$ cat config.mk
export PLATFORM = sky130hd
export DESIGN_NAME = keypad_entry_buffer_flat
export DESIGN_NICKNAME = d
export VERILOG_FILES = /design/src/rtl/keypad_pkg.sv /design/src/rtl/keypad_entry_buffer_if.sv /design/src/rtl/key_change_qualifier.sv /design/src/rtl/keypad_entry_buffer.sv /design/src/flat_wrapper.sv
export SDC_FILE = /design/constraint.sdc
export NUM_CORES = 1
export LEC_CHECK = 0
export CAP_MARGIN = 10
export CORE_MARGIN = 10
export CORE_UTILIZATION = 40
export DETAILED_ROUTE_END_ITERATION = 10
export PLACE_DENSITY = 0.65
export SYNTH_ARGS = -nofsm -noshare
export SYNTH_HDL_FRONTEND = slang
export SYNTH_SLANG_ARGS = --single-unit
export TNS_END_PERCENT = 10
$ cat constraint.sdc
create_clock -name scanClock -period 2.1 [get_ports scanClock]
set_input_delay 0.42 -clock scanClock [delete_from_list [all_inputs] [get_ports scanClock]]
set_output_delay 0.42 -clock scanClock [all_outputs]
set_load 0.02 [all_outputs]
$ cat src/rtl/keypad_pkg.sv
// Shared keypad encodings: key code width, digit codes and the keystroke
// qualification states used by the scanner and the entry buffer.
package keypad_pkg;

   localparam int KEY_W   = 4;
   localparam int BCD_MAX = 9;

   localparam logic [KEY_W-1:0] KEY_0    = 4'd0;
   localparam logic [KEY_W-1:0] KEY_1    = 4'd1;
   localparam logic [KEY_W-1:0] KEY_2    = 4'd2;
   localparam logic [KEY_W-1:0] KEY_3    = 4'd3;
   localparam logic [KEY_W-1:0] KEY_4    = 4'd4;
   localparam logic [KEY_W-1:0] KEY_5    = 4'd5;
   localparam logic [KEY_W-1:0] KEY_6    = 4'd6;
   localparam logic [KEY_W-1:0] KEY_7    = 4'd7;
   localparam logic [KEY_W-1:0] KEY_8    = 4'd8;
   localparam logic [KEY_W-1:0] KEY_9    = 4'd9;
   localparam logic [KEY_W-1:0] KEY_STAR = 4'd10;
   localparam logic [KEY_W-1:0] KEY_HASH = 4'd11;

   typedef enum logic [1:0] {
      SYNC    = 2'd0,
      WAIT    = 2'd1,
      QUALIFY = 2'd2,
      ACCEPT  = 2'd3
   } state_t;

   function automatic logic is_digit(input logic [KEY_W-1:0] code);
      return (code <= KEY_W'(BCD_MAX));
   endfunction

endpackage

$ cat src/rtl/keypad_entry_buffer_if.sv
// Key input, entry controls and entry outputs of the keypad entry buffer.
interface keypad_entry_buffer_if #(
   parameter int NUM_DIGITS = 4
);
   import keypad_pkg::*;

   localparam int COUNT_W = $clog2(NUM_DIGITS + 1);

   // No backpressure: newDigit and entryValid are single-cycle strobes that the
   // consumer must take when high; clearEntry/enterEntry are sampled every edge.
   logic [KEY_W-1:0]        key;
   logic                    clearEntry;
   logic                    enterEntry;
   logic [4*NUM_DIGITS-1:0] entryDigits;
   logic [COUNT_W-1:0]      digitCount;
   logic                    newDigit;
   logic [4*NUM_DIGITS-1:0] entryValue;
   logic                    entryValid;
   state_t                  qualState;

   modport master (
      output key, clearEntry, enterEntry,
      input  entryDigits, digitCount, newDigit, entryValue, entryValid, qualState
   );

   modport slave (
      input  key, clearEntry, enterEntry,
      output entryDigits, digitCount, newDigit, entryValue, entryValid, qualState
   );

endinterface

$ cat src/rtl/key_change_qualifier.sv
// Turns changes of the scanner key code into single-cycle accept strobes once
// the new code has held for STABLE_CYCLES consecutive cycles.
module key_change_qualifier
   import keypad_pkg::*;
#(
   parameter int STABLE_CYCLES = 3
) (
   input  logic             scanClock,
   input  logic             reset,
   input  logic [KEY_W-1:0] key,
   output logic             acceptStrobe,
   output logic [KEY_W-1:0] acceptedKey,
   output state_t           state
);

   localparam int CNT_W = 8;

   state_t           state_q, state_d;
   logic [KEY_W-1:0] prev_key_q, prev_key_d;
   logic [KEY_W-1:0] cand_q, cand_d;
   logic [CNT_W-1:0] cnt_q, cnt_d;

   always_ff @(posedge scanClock or posedge reset) begin
      if (reset) begin
         state_q    <= SYNC;
         prev_key_q <= '0;
         cand_q     <= '0;
         cnt_q      <= '0;
      end else begin
         state_q    <= state_d;
         prev_key_q <= prev_key_d;
         cand_q     <= cand_d;
         cnt_q      <= cnt_d;
      end
   end

   always_comb begin
      state_d    = state_q;
      prev_key_d = prev_key_q;
      cand_d     = cand_q;
      cnt_d      = cnt_q;
      case (state_q)
         // Adopt whatever the scanner shows out of reset so it is never a keystroke.
         SYNC: begin
            prev_key_d = key;
            state_d    = WAIT;
         end
         WAIT: begin
            if (key != prev_key_q) begin
               cand_d  = key;
               cnt_d   = CNT_W'(1);
               state_d = (STABLE_CYCLES == 1) ? ACCEPT : QUALIFY;
            end
         end
         QUALIFY: begin
            if (key != cand_q) begin
               state_d = WAIT;
            end else begin
               cnt_d = cnt_q + CNT_W'(1);
               if (cnt_q == CNT_W'(STABLE_CYCLES - 1)) state_d = ACCEPT;
            end
         end
         ACCEPT: begin
            prev_key_d = cand_q;
            state_d    = WAIT;
         end
         default: state_d = SYNC;
      endcase
   end

   assign acceptStrobe = (state_q == ACCEPT);
   assign acceptedKey  = cand_q;
   assign state        = state_q;

endmodule

$ cat src/rtl/keypad_entry_buffer.sv
// BCD entry register fed by qualified keystrokes, with clear and enter
// (latch-and-clear) controls and one-cycle notification strobes.
module keypad_entry_buffer
   import keypad_pkg::*;
#(
   parameter int NUM_DIGITS    = 4,
   parameter int STABLE_CYCLES = 3
) (
   input  logic scanClock,
   input  logic reset,
   keypad_entry_buffer_if.slave bus
);

   localparam int COUNT_W = $clog2(NUM_DIGITS + 1);
   localparam int ENTRY_W = 4 * NUM_DIGITS;

   logic               accept_strobe;
   logic [KEY_W-1:0]   accepted_key;
   state_t             qual_state;

   logic [ENTRY_W-1:0] digits_q;
   logic [COUNT_W-1:0] count_q;
   logic [ENTRY_W-1:0] value_q;
   logic               valid_q;
   logic               shifted_q;
   logic               new_digit_q;

   logic [ENTRY_W-1:0] digits_shifted;
   logic [COUNT_W-1:0] count_inc;
   logic               shift_en;

   key_change_qualifier #(
      .STABLE_CYCLES(STABLE_CYCLES)
   ) u_qualifier (
      .scanClock   (scanClock),
      .reset       (reset),
      .key         (bus.key),
      .acceptStrobe(accept_strobe),
      .acceptedKey (accepted_key),
      .state       (qual_state)
   );

   always_comb begin
      digits_shifted               = digits_q << KEY_W;
      digits_shifted[KEY_W-1:0]    = accepted_key;
      count_inc = (count_q == COUNT_W'(NUM_DIGITS)) ? count_q : count_q + COUNT_W'(1);
      // Clear and enter both win over a coinciding keystroke.
      shift_en  = accept_strobe && is_digit(accepted_key) && !bus.clearEntry && !bus.enterEntry;
   end

   always_ff @(posedge scanClock or posedge reset) begin
      if (reset) begin
         digits_q    <= '0;
         count_q     <= '0;
         value_q     <= '0;
         valid_q     <= 1'b0;
         shifted_q   <= 1'b0;
         new_digit_q <= 1'b0;
      end else begin
         valid_q     <= 1'b0;
         shifted_q   <= shift_en;
         new_digit_q <= shifted_q;
         if (bus.clearEntry) begin
            digits_q <= '0;
            count_q  <= '0;
         end else if (bus.enterEntry) begin
            value_q  <= digits_q;
            digits_q <= '0;
            count_q  <= '0;
            valid_q  <= 1'b1;
         end else if (shift_en) begin
            digits_q <= digits_shifted;
            count_q  <= count_inc;
         end
      end
   end

   assign bus.entryDigits = digits_q;
   assign bus.digitCount  = count_q;
   assign bus.newDigit    = new_digit_q;
   assign bus.entryValue  = value_q;
   assign bus.entryValid  = valid_q;
   assign bus.qualState   = qual_state;

endmodule

$ cat src/flat_wrapper.sv
// flat-port wrapper written by rule: the top's interface ports become plain ports
module keypad_entry_buffer_flat import keypad_pkg::*;
#(
   parameter int NUM_DIGITS    = 4,
   parameter int STABLE_CYCLES = 3
)
  (scanClock, reset, bus_key, bus_clearEntry, bus_enterEntry, bus_entryDigits, bus_digitCount, bus_newDigit, bus_entryValue, bus_entryValid, bus_qualState);
  keypad_entry_buffer_if #(.NUM_DIGITS(NUM_DIGITS)) bus_i ();
  input  logic scanClock;
  input  logic reset;
  input wire logic [$bits(bus_i.key)-1:0] bus_key;
  input wire logic [$bits(bus_i.clearEntry)-1:0] bus_clearEntry;
  input wire logic [$bits(bus_i.enterEntry)-1:0] bus_enterEntry;
  output wire logic [$bits(bus_i.entryDigits)-1:0] bus_entryDigits;
  output wire logic [$bits(bus_i.digitCount)-1:0] bus_digitCount;
  output wire logic [$bits(bus_i.newDigit)-1:0] bus_newDigit;
  output wire logic [$bits(bus_i.entryValue)-1:0] bus_entryValue;
  output wire logic [$bits(bus_i.entryValid)-1:0] bus_entryValid;
  output wire logic [$bits(bus_i.qualState)-1:0] bus_qualState;
  assign bus_i.key = bus_key;
  assign bus_i.clearEntry = bus_clearEntry;
  assign bus_i.enterEntry = bus_enterEntry;
  assign bus_entryDigits = bus_i.entryDigits;
  assign bus_digitCount = bus_i.digitCount;
  assign bus_newDigit = bus_i.newDigit;
  assign bus_entryValue = bus_i.entryValue;
  assign bus_entryValid = bus_i.entryValid;
  assign bus_qualState = bus_i.qualState;
  keypad_entry_buffer #(.NUM_DIGITS(NUM_DIGITS), .STABLE_CYCLES(STABLE_CYCLES)) u_core (.scanClock(scanClock), .reset(reset), .bus(bus_i));
endmodule
* Word level (Yosys, flattened, before mapping) *
Cells that the tools add are included.

word-level totals
  bits in registers = 56
  logic and storage cells = 57

operators by class
  $add $sub $neg = 2
  $lt $le $gt $ge = 1
  eq/ne operators = 11
  mux-type cells = 17
  bitwise gates (word level) = 1
  reductions and logical operators = 15

operator list
  operator                                                          count
  16-bit 2-to-1 mux                                                 3
  8-bit 2-to-1 mux                                                  2
  8-bit case mux with 2 select lines                                1
  3-bit 2-to-1 mux                                                  4
  8-bit by 1-bit adder with 8-bit output (second input constant)    1
  8-bit by 2-bit == test with 1-bit output (second input constant)  1
  4-bit inequality test                                             2
  4-bit case mux with 2 select lines                                1
  2-bit AND reduction                                               4
  2-bit 2-to-1 mux                                                  3
  3-bit inequality test (second input constant)                     2
  2-bit case mux with 3 select lines                                1
  2-bit == test (second input constant)                             2
  4-bit less-or-equal comparator (second input constant)            1
  2-bit inequality test (second input constant)                     2
  2-bit nonzero test                                                2
  3-bit by 1-bit adder with 3-bit output (second input constant)    1
  3-bit == test (second input constant)                             1
  1-bit logical AND                                                 3
  3-bit AND reduction                                               1
  3-bit nonzero test                                                1
  2-bit by 1-bit == test with 1-bit output (second input constant)  1
  1-bit logical NOT                                                 2
  2-bit logical NOT                                                 1
  3 further kinds                                                   4

* Longest topological paths before layout *
  word-level depth = 7
  depth in mapped cells = 7

* Cells and area by module *
From an unflattened synthesis, not the netlist that was laid out.

unflattened totals
  cell total of the unflattened synthesis = 209
  area total of the unflattened synthesis = 2571.2 um^2

modules (own cells, without submodules)
  module                instances  cells an instance  area each (um^2)  sequential area each (um^2)
  keypad_entry_buffer   1          99                 1475.2            950.9
  key_change_qualifier  1          110                1096.1            450.4

* Least setup slack after synthesis *
OpenSTA, ideal clock, no wires.

  path type = register -> register
  from = reg u_core.u_qualifier.state_q[0] (netlist: u_core.u_qualifier.state[0])
  to = reg u_core.u_qualifier.cnt_q[5]
  library setup time = 0.069 ns
  arrival = 1.796 ns
  slack = 0.235 ns
  cell stages (with the launch flop) = 8
  clock period less this slack = 1.865 ns
  cell sequence = dfrtp_1 > inv_1 > ha_1 > nand3_2 > or2_1 > buf_6 > or4_1 > nand3_1

between the ends
  word-level cells in the longest chain between the ends = 3
  elaborated cells between the ends (all ways) = 7
  classes of those cells = eq/ne: 4; mux: 1; reduce/logical: 2

RTL lines
  what                                                                       RTL line                    RTL
  start, declared                                                            key_change_qualifier.sv:18  state_t state_q, state_d;
  start signal, assigned                                                     key_change_qualifier.sv:30  state_q <= state_d;
  2-bit == test or 2-bit by 1-bit == test with 1-bit output (tied branches)  key_change_qualifier.sv:42  case (state_q)
  2-bit inequality test (no line) or 2-bit nonzero test (tied branches)      -
  3-bit AND reduction (no line)                                              -
  end signal, assigned                                                       key_change_qualifier.sv:33  cnt_q <= cnt_d;
  end, declared                                                              key_change_qualifier.sv:21  logic [CNT_W-1:0] cnt_q, cnt_d;

Several ways; a longest one is shown, not always the timed one.
A chain may end at the register's enable or synchronous reset.

* Final worst setup path *
  from = in bus_key[0]
  to = reg u_core.u_qualifier.cnt_q[7]

between the ends
  word-level cells in the longest chain between the ends = 3
  elaborated cells between the ends (all ways) = 5
  classes of those cells = eq/ne: 4; reduce/logical: 1

RTL lines
  what                                             RTL line                                                RTL
  start, declared                                  flat_wrapper.sv:11                                      input wire logic [$bits(bus_i.key)-1:0] bus_key;
  4-bit inequality test, on equally long branches  key_change_qualifier.sv:56, key_change_qualifier.sv:49
  2-bit inequality test (no line)                  -
  3-bit AND reduction (no line) (*)                -

Mark *: on every way between the ends. The rest lies on a longest branch, timed or not.

==> out/summary.txt <==
=================================================================================================
Number of nets in the layout .......................................................          309
Fraction of the yosys area taken by sequential cells ...............................        0.546
Number of global-route vias before repair ..........................................         1943
Top flip-flop cell by instance count after synthesis ...............................      dfrtp_1
Drc violations .....................................................................            0
Required time of the worst setup path ..............................................      2.34 ns
Most common library cell in the layout ignoring fill and taps ......................      dfrtp_1
Number of distinct library cell variants in the gate-level netlist after synthesis .           38
Maximum clock frequency ............................................................      525 MHz
Total routed wirelength ............................................................      5300 µm
Final Cycle Share ..................................................................        0.907
Y dimension of the die .............................................................       100 µm
Antenna diodes .....................................................................            0
Async set or reset register ratio after synthesis ..................................         1.00
Element type at the critical path start ............................................ primary input
Outcome ............................................................................ finished clean
Power after layout .................................................................    0.00310 W
Sum of overflow across all layers after global routing .............................            0
Per-instance average area after synthesis ..........................................     10.8 µm²
Wire length per cell after detailed routing ........................................      14.3 µm
Number of synthesized register bits ................................................           56
RSZ-0062 raised after global routing ...............................................           no
Area growth syn-to-layout ..........................................................        27.9%
Quantity of I/O buffers inserted on ports ..........................................           46
Overall via count from detail_route ................................................         1891
Fraction of layout instances using a drive strength above 1 ........................        0.156
Number of synthesis warnings .......................................................            0
Maximum VDD drop ...................................................................     0.579 mV
Max-Slew Margin vs Limit ...........................................................        0.706
Number of max-cap violations .......................................................            0
Post-placement cell area ...........................................................     3200 µm²
Site Rows ..........................................................................           29
Crit Path Class ....................................................................       in2reg
Antenna violations before repair ...................................................            0
Post-DP HPWL .......................................................................      4020 µm
Final Hold Viols ...................................................................            0
GP Congestion ......................................................................        0.846
Clock-pin slew of the registers on the worst-case setup and hold paths .............      0.09 ns
DIE WIDTH ..........................................................................       100 µm
Ports placed on the boundary .......................................................           47
Die outline area ...................................................................    10000 µm²
Overall routing resource usage .....................................................        0.111
Count of flip-flops with a built-in enable after synthesis .........................            0
Power density over cell area .......................................................   945 nW/µm²
Clock latency on the worst-skew pair ...............................................      0.30 ns
Highest net fanout along the worst path ............................................            4
Buffers inserted by post-CTS timing repair .........................................            0
Number of H-tree branching levels ..................................................            2
Final critical-path setup slack ....................................................     0.195 ns
Post-synthesis instance total ......................................................          238
Core ar. ...........................................................................     6280 µm²
Setup WS pre-CTS ...................................................................    -0.128 ns
Leakage power total ................................................................      1.40 nW
Synthesized netlist net count ......................................................          253
Fin. max-slew vios .................................................................            0
Leading cell types in the layout, fill and taps excluded ........................... 56 x dfrtp_1, 46 x clkdlybuf4s50_1, 42 x nand2_1, 23 x a21oi_1, 20 x mux2_2
CTS Buf Count ......................................................................            5
Largest net degree at the start of global routing ..................................           24
Tightest Pin Transition ............................................................     0.441 ns
Post-cts resize count ..............................................................            0
Average vias per placed instance ...................................................         5.10
Clock tree from TritonCTS ..........................................................          yes
Cell Area, Synth ...................................................................     2560 µm²
Length of the first detailed-routing pass in iterations ............................            4
Hold Crit Class ....................................................................      reg2reg
Area of all placed cells without fillers ...........................................     3280 µm²
Global-route wire length before repair .............................................      9330 µm
Final min period ...................................................................      1.91 ns
CTS sink count .....................................................................           56
Arrival time of data at the critical path endpoint .................................      2.15 ns
Cell chosen for the clock root .....................................................     clkbuf_8
Finish-stage setup viols ...........................................................            0
Drt first-iter violations ..........................................................           91
Remaining antenna violation count ..................................................            0
Maximum number of buffers from clock root to sink ..................................            2
Endpoint class of the critical path ................................................         flop
Max Clock Skew .....................................................................   0.00514 ns
Number of buffers inserted for hold repair after clock tree synthesis ..............            0
Effective utilization at floorplan .................................................        0.409
=================================================================================================
[Yosys cell counts (4+ instances only)]
library cell / count / area share
dfrtp_1: 56 / 0.55
xnor2_1: 9 / 0.031
nand3_1: 4 / 0.0078
o21ai_0: 5 / 0.0098
nand2_1: 42 / 0.061
mux2i_1: 5 / 0.020
ha_1: 7 / 0.034
mux2_2: 20 / 0.088
a21oi_1: 23 / 0.045
nor2_1: 9 / 0.013
o211ai_1: 4 / 0.012
clkbuf_1: 8 / 0.012
inv_1: 9 / 0.013
[metal layers]
layer  track usage  routed length (µm)  vias up
met5             0                   0        -
met4        0.0370                  56        0
met3        0.0350                 321        4
met2         0.181                2610       39
met1         0.135                2310      914
li1              -                   -      934
[registers in the layout (all words and copies together), names as in the netlist]
signal	count
u_core.u_qualifier.cnt_q	8
u_core.bus.digitCount	3
u_core.u_qualifier.state	2
u_core.bus.entryValid	1
u_core.shifted_q	1
u_core.u_qualifier.prev_key_q	4
u_core.bus.entryDigits	16
u_core.bus.entryValue	16
u_core.bus.newDigit	1
u_core.u_qualifier.acceptedKey	4
[critical path: stages]
cell and delay, ns:
clkdlybuf4s50_1 0.56, xnor2_1 0.16, nand3_2 0.12, or2_1 0.28, or4_1 0.52, nand3_1 0.09
[cell type report]
type	count	area [µm²]
Fill cell	559	3000
Sequential cell	56	1400
Multi-Input combinational cell	161	1070
Timing Repair Buffer	61	598
Tap cell	77	96.3
Clock buffer	5	68.8
Inverter	9	33.8
Clock inverter	2	12.5
[report_power, final]
part           switching [W]  internal [W]
logic               0.000631      0.000538
registers           0.000149       0.00123
clock network       0.000330      0.000227
[worst paths after layout]
path,from,to,slack (ns),cells after the start
max,bus_key[0],u_core.u_qualifier.cnt_q[7]$_DFFE_PP0P_,0.19,6
min,u_core.shifted_q$_DFF_PP0_,u_core.bus.newDigit$_DFF_PP0_,0.35,0
max reg2reg,u_core.u_qualifier.cnt_q[0]$_DFFE_PP0P_,u_core.u_qualifier.state[0]$_DFFE_PP0P_,0.22,7
min reg2reg,u_core.shifted_q$_DFF_PP0_,u_core.bus.newDigit$_DFF_PP0_,0.35,0
max in group asynchronous,reset,u_core.u_qualifier.prev_key_q[3]$_DFFE_PP0N_,1.20,3
min in group asynchronous,reset,u_core.bus.entryValid$_DFF_PP0_,0.43,2
[cells by family (layout without fill, tap and decap cells)]
group	Yosys count	count (layout)	share of synthesized area
AND/OR/NAND/NOR	78	78	0.144
flip-flops	56	56	0.546
AO/OA/AOI/OAI	42	42	0.100
multiplexers	25	25	0.107
buffers and inverters	21	77	0.0366
XOR/XNOR	9	9	0.0307
adder cells (fa/ha/maj)	7	7	0.0341
[metrics by stage]
stage / hold slack (ns) / setup TNS, ns / utilization / std cells
6_report: 0.353 / 0 / 0.523 / 371
5_1_grt: 0.376 / 0 / 0.523 / 371
4_1_cts: 0.357 / 0 / 0.523 / 371
3_5_place_dp: 0.340 / -0.530 / 0.510 / 364
3_3_place_gp: 0.331 / -0.348 / 0.510 / 364
2_1_floorplan: 0.331 / 0 / - / 238
No activity file was read; power rests on OpenSTA's default activity.
